### src/rtl/cc_unit.sv
// rtl/cc_unit.sv - LC-3 condition-code unit: registered NZP/BEN with NZP save/restore LIFO (optional CC_BYPASS_EN)
module cc_unit #(
    parameter int WIDTH       = 16,
    parameter int STACK_DEPTH = 4
) (
    input  logic                               Clk,
    input  logic                               Reset_n,
    input  logic [WIDTH-1:0]                   bus_in,
    input  logic                               ld_cc,
    input  logic                               ld_ben,
    input  logic [2:0]                         ir_nzp,
    input  logic                               push,
    input  logic                               pop,
    output logic [2:0]                         nzp_out,
    output logic                               ben_out,
    output logic [$clog2(STACK_DEPTH+1)-1:0]   depth_out,
    output logic                               stack_full,
    output logic                               stack_empty,
    output logic                               ovf_err,
    output logic                               unf_err
);
    localparam int DW    = $clog2(STACK_DEPTH + 1);
    // Array is sized to the full index range so depth-1 at depth 0 stays in bounds.
    localparam int SLOTS = 1 << DW;

    logic [2:0]    stack [SLOTS];
    logic [2:0]    nzp;
    logic          ben;
    logic [DW-1:0] depth;
    logic          ovf;
    logic          unf;

    logic [2:0]    cls;
    logic [2:0]    top;
    logic [DW-1:0] top_idx;
    logic          full;
    logic          empty;
    logic          swap;
    logic          push_ok;
    logic          pop_ok;
    logic          pop_valid;
    logic [2:0]    nzp_next;
    logic [2:0]    ben_sel;

    // Classify the bus, resolve push/pop legality and the next NZP value.
    always_comb begin
        cls       = 3'b001;
        if (bus_in == '0) begin
            cls = 3'b010;
        end else if (bus_in[WIDTH-1]) begin
            cls = 3'b100;
        end
        full      = (depth == DW'(STACK_DEPTH));
        empty     = (depth == '0);
        top_idx   = depth - DW'(1);
        top       = stack[top_idx];
        swap      = push && pop && !empty;
        push_ok   = (push && !pop && !full) || (push && pop && empty);
        pop_ok    = pop && !push && !empty;
        pop_valid = swap || pop_ok;
        nzp_next  = nzp;
        if (pop_valid) begin
            nzp_next = top;
        end else if (ld_cc) begin
            nzp_next = cls;
        end
`ifdef CC_BYPASS_EN
        ben_sel   = nzp_next;
`else
        ben_sel   = nzp;
`endif
    end

    // Flag, depth and sticky error registers.
    always_ff @(posedge Clk) begin
        if (!Reset_n) begin
            nzp   <= 3'b010;
            ben   <= 1'b0;
            depth <= '0;
            ovf   <= 1'b0;
            unf   <= 1'b0;
        end else begin
            nzp <= nzp_next;
            if (ld_ben) begin
                ben <= |(ir_nzp & ben_sel);
            end
            if (push_ok) begin
                depth <= depth + DW'(1);
            end else if (pop_ok) begin
                depth <= depth - DW'(1);
            end
            if (push && !pop && full) begin
                ovf <= 1'b1;
            end
            if (pop && !push && empty) begin
                unf <= 1'b1;
            end
        end
    end

    // Stack storage; a swap overwrites the top slot, a push fills the next slot.
    always_ff @(posedge Clk) begin
        if (Reset_n) begin
            if (swap) begin
                stack[top_idx] <= nzp;
            end else if (push_ok) begin
                stack[depth] <= nzp;
            end
        end
    end

    assign nzp_out     = nzp;
    assign ben_out     = ben;
    assign depth_out   = depth;
    assign stack_full  = full;
    assign stack_empty = empty;
    assign ovf_err     = ovf;
    assign unf_err     = unf;
endmodule

### config.mk
export PLATFORM = sky130hd
export DESIGN_NAME = cc_unit
export DESIGN_NICKNAME = d
export VERILOG_FILES = /design/src/rtl/cc_unit.sv
export SDC_FILE = /design/constraint.sdc
export NUM_CORES = 1
export LEC_CHECK = 0
export CORE_MARGIN = 5
export CORE_UTILIZATION = 55
export CTS_CLUSTER_SIZE = 25
export DETAILED_ROUTE_END_ITERATION = 6
export HOLD_SLACK_MARGIN = 0.05
export PLACE_DENSITY = 0.84
export SLEW_MARGIN = 20
export SYNTH_ARGS = -nofsm -noshare
export SYNTH_HDL_FRONTEND = slang
export SYNTH_SLANG_ARGS = --single-unit
export TNS_END_PERCENT = 10
### constraint.sdc
create_clock -name Clk -period 4 [get_ports Clk]
set_input_delay 0.4 -clock Clk [delete_from_list [all_inputs] [get_ports Clk]]
set_output_delay 0.4 -clock Clk [all_outputs]
set_load 0.005 [all_outputs]
* Word level (Yosys, flattened, before mapping)
Memory sizes are Yosys's and may differ from the RTL's. Cells that the tools add are included. Widths: inputs -> output; s select.
Storage, ports and cells: register bits 9, bits in latches 0, bits in writable memories 24, ROM bits 0, input port bits 25, memories 1
Memories:
- stack | words 8, bits a word 3, rd ports 1, clocked after Yosys merged registers in 0, wr ports 1, line 26 | logic [2:0] stack [SLOTS];
Operators by class: $add $sub $neg 2, multipliers 0, div/mod/pow operators 0, magnitude comparators 0, equal/unequal tests 1, shifts and indexed selects 0, muxes and demuxes 16, bitwise logic cells 1, reductions and logical operators 21
Operator list (count):
- $mux 3 | 8
- $logic_not 16->1 | 1
- $logic_and 1x1->1 | 9
- $mux 1 | 8
- $reduce_or 3->1 | 2
- $logic_not 1->1 | 4
- $reduce_bool 2->1 | 2
- $add 3x1->3 const B | 1
- $and 3x3->3 | 1
- $eq 3x3->1 const B | 1
- $logic_not 3->1 | 1
- $sub 3x1->3 const B | 1
- $logic_or 1x1->1 | 2

* Logic depth before layout (Yosys ltp)
word-level depth 10, gate-level depth with buffers 9

* Worst setup path before layout
No wires, ideal clock.
path type reg2reg, start register depth[0] (netlist: depth_out[0]), end memory stack[1][0] (enable), setup time 0.345 ns, arrival 2.280 ns, required time 3.655 ns, setup slack 1.375 ns, stages on the path, launching flop included 9, buffers on the path 2, period minus slack after synthesis 2.625 ns, path through dfxtp_1 clkbuf_1 inv_1 ha_1 buf_4 and2_4 or3_4 mux2i_2 nor3_1
Between the ends: word-level cells in the longest chain between the ends 10, elaborated cells on any way between the ends 19, classes of those cells add/sub (1); eq/ne (1); mux (9); reduce/logical (8)
Ends and longest elaborated chain:
- start, declared | line 29 | logic [DW-1:0] depth;
- start signal, assigned | line 88 | depth <= depth + DW'(1);
- start signal, assigned | line 90 | depth <= depth - DW'(1);
- $eq 3x3->1 (*) | line 53 | full = (depth == DW'(STACK_DEPTH));
- net stack_full | line 17 | output logic stack_full,
- $logic_not 1->1 (*) | line 58 | push_ok = (push && !pop && !full) || (push && pop && empty);
- $logic_and 1x1->1 (*) | line 58
- $logic_or 1x1->1 (*) | line 58
- $mux 1 (*) | line 106 | end else if (push_ok) begin
- $mux 1 (*) | line 104 | if (swap) begin
- $mux 1 (*) | line 103 | if (Reset_n) begin
- $mux 1 (not written as such) (*) | line 107 | stack[depth] <= nzp;
- $reduce_or 3->1 (no source line)
- $mux 3 (no source line) / $mux 1 (equally long branches)
- end, declared | line 26
The timed path passes the listed nets; every way through them passes the cells marked *.

* Worst setup path in the final report
start register depth[1] (netlist: depth_out[1]), end memory stack[1][2] (enable)
Between the ends: word-level cells in the longest chain between the ends 10, elaborated cells on any way between the ends 19, classes of those cells add/sub (1); eq/ne (1); mux (9); reduce/logical (8)
Ends and longest elaborated chain (line):
- $eq 3x3->1 | 53
- $logic_not 1->1 | 58
- $logic_and 1x1->1 | 58
- $logic_or 1x1->1 | 58
- $mux 1 | 106
- $mux 1 | 104
- $mux 1 | 103
- $mux 1 (not written as such) | 107
- $reduce_or 3->1 (no source line)
- $mux 3 (no source line) / $mux 1 (equally long branches)
Several ways; a longest one is shown, not always the timed one.

==> reports/metrics.cfg <==
[power]
internal-power_uw = 932
p_per_area_nw_per_um2 = 673
max-vdd-ir-drop_mv = 0.290
p_leak_nw = 0.769
p_comb_frac = 0.503
p_sw_frac = 0.387
p_sw_uw = 589
power.share.clock = 0.159
p_seq_frac = 0.338

[placement]
port_buffers = 35
gp_congestion = 0.906
place_worst_setup_slack_ns = 1.14
dp_hpwl_um = 3090

[setup_path]
path_cells = inv_1 -> ha_1 -> nor2b_1 -> or3_4 -> mux2i_2 -> nor3_1
path_class = flip-flop to flip-flop
cp_slowest_cell = nor2b_1
crit_fanout = 10
max_stage_delay_ns = 0.56
endpoint_kind = flip-flop
path_buf_inv = 1
crit_arrival_ns = 2.67
cp_top_family = simple AND/OR/NAND/NOR gates
critPathRequiredTime_ns = 3.98
worst_setup_path_start_kind = flip-flop

[detailed_routing]
wl_met2_um = 2100
wl_met3_um = 336
drt-pass1-iter-count = 4
ant_nets = 0
drt_iter0_drc = 127
viasPerCell = 5.73
drc = 0
m1WireLength_um = 1720
wl_per_cell_um = 17.5
routed.top_layer = met4
vias = 1375
drt_wl_total_um = 4200

[sta]
max_clock_freq_mhz = 372
setup_viol = 0
holdWs_ns = 0.477
hold_violations = 0
rsz0062_at_grt = no
maxSlewViolCount = 0
fin_tns_setup_ns = 0
finalCritPeriodShare = 0.671
period_minus_slack_ns = 2.69
fin_skew_ns = 0.0112
layout_setup_ws_ns = 1.31
relSlewSlack = 0.555
tightestPinTransition_ns = 0.667

[worst_hold_path]
hold_class = flip-flop to flip-flop

[clock_tree]
root_buffer = clkbuf_4
clk_latency_ns = 0.34
cts_setup_buffers = 0
cts_made_buffers = 5
cts_num_sinks = 33
tritoncts = yes
clk_pin_slew_ns = 0.09
cts_resized = 0
cts_max_level = 2
cts_buffer_depth = 2
cts_hold_buffers = 0

[yosys]
syn-instance-count = 161
syn_area_sq_um = 1830
syn_avg_cell_area_sq_um = 11.4
async_flop_share = 0
ys.flop_type = edfxtp_1
synth_edf_count = 24
yosysWarnings = 0
yosysSeqAreaShare = 0.492
synth_nets = 189
synth.distinct_cells = 50
synth.ff_latch_count = 33

[cells_and_area]
area.growth.synth_to_final_pct = 23.6
fin_util = 0.689
nFillCells = 256
antenna_cells = 0
layout-drive-gt1-share = 0.119
final_nets = 221

[global_route]
antenna_found_initial = 0
grt_max_degree = 25
grt_usage = 0.214
overflow = 0
grt_pass1_vias = 1416
grt_pass1_wl_um = 7110

[die]
start_util = 0.557
die_y_um = 67.7
ioPinCount = 36
die_w_um = 67.7
die_area_sq_um = 4580
coreArea_sq_um = 3280
rows = 21

[run]
maxCapViolations = 0

[status]
status = completed

registers in the layout (all words and copies together), names as in the netlist:
name       flops
stack         24
ben_out        1
ovf_err        1
depth_out      3
nzp_out        3
unf_err        1
metrics by stage:
stage / instances / power (mW) / area [sq um]
finish: 240 / 1.52 / 2260
global route: 240 / 1.62 / 2260
CTS: 240 / 1.52 / 2260
detailed placement: 232 / 1.28 / 2190
global placement: 232 / 1.25 / 2190
floorplan: 161 / 1.06 / 1830
synth_stat cells, types with 2 or more instances:
cell,n,area [sq um]
a211oi_1,2,15.0
a21oi_1,7,35.0
and2_1,4,25.0
buf_2,2,10.0
buf_4,2,15.0
clkbuf_1,6,22.5
dfxtp_1,9,180
edfxtp_1,24,721
ha_1,3,37.5
inv_1,5,18.8
mux2_2,4,45.0
mux2i_1,5,50.1
mux2i_2,2,27.5
mux4_2,3,67.6
nand2_1,10,37.5
nand2b_1,2,12.5
nand3_1,3,15.0
nand3b_1,2,15.0
nor2_1,10,37.5
nor2b_1,6,37.5
nor3_1,6,30.0
nor3_2,2,20.0
nor3b_1,6,45.0
nor4_1,4,25.0
o21ai_0,6,30.0
xnor2_1,2,17.5
power groups by stage:
| stage | clock network [mW] | registers, mW | logic [mW] |
|---|---|---|---|
| floorplan | 0 | 0.502 | 0.555 |
| global placement | 0 | 0.516 | 0.734 |
| detailed placement | 0 | 0.522 | 0.756 |
| CTS | 0.246 | 0.516 | 0.759 |
| global route | 0.260 | 0.526 | 0.833 |
| finish | 0.242 | 0.514 | 0.765 |
final cells by class:
| class | instances | area [sq um] | share of cell area |
|---|---|---|---|
| flip-flops and latches | 33 | 901 | 0.398 |
| inverters | 5 | 18.8 | 0.00830 |
| clock inverters | 2 | 33.8 | 0.0149 |
| multi-input cells | 112 | 852 | 0.377 |
| well taps | 46 | 57.6 | 0.0254 |
| clock buffers | 6 | 41.3 | 0.0183 |
| repair buffers | 36 | 358 | 0.158 |
cells in the final DEF (no fill, tap or decap), drive strengths merged, types with 4 or more instances in the layout:
master,netlist,final
nor2b,6,6
a21oi,7,7
clkbuf,6,6
nor4,4,4
nor3b,6,6
and2,5,5
o21ai,6,6
nor3,8,8
nor2,10,10
mux2i,7,7
dfxtp,9,9
nand2,10,10
mux2,4,4
inv,5,5
edfxtp,24,24
clkdlybuf4s50,0,35
worst paths after layout:
check                       startpoint                    end  slack (ns)  cells past startpoint
max          depth_out[1]$_SDFFE_PN0P_  stack[1][2]$_DFFE_PP_        1.31                      6
min reg2reg       unf_err$_SDFFE_PN0P_   unf_err$_SDFFE_PN0P_        0.48                      1
min               unf_err$_SDFFE_PN0P_   unf_err$_SDFFE_PN0P_        0.48                      1
max reg2reg  depth_out[1]$_SDFFE_PN0P_  stack[1][2]$_DFFE_PP_        1.31                      6
kinds of logic (layout without fill, tap and decap cells):
kind of cell | Yosys count | in the layout | synth area share
buffers and inverters | 16 | 49 | 0.0424
flip-flops | 33 | 33 | 0.492
adder cells (fa/ha/maj) | 3 | 3 | 0.0205
XOR/XNOR | 3 | 3 | 0.0246
AND/OR/NAND/NOR | 63 | 63 | 0.200
multiplexers | 14 | 14 | 0.104
AO/OA/AOI/OAI | 29 | 29 | 0.117
routing by layer:
layer,vias up,GRT usage
li1,665,-
met1,641,0.268
met2,63,0.350
met3,6,0.0682
met4,0,0.0658
met5,-,0
(Power assumes the default switching activity.)
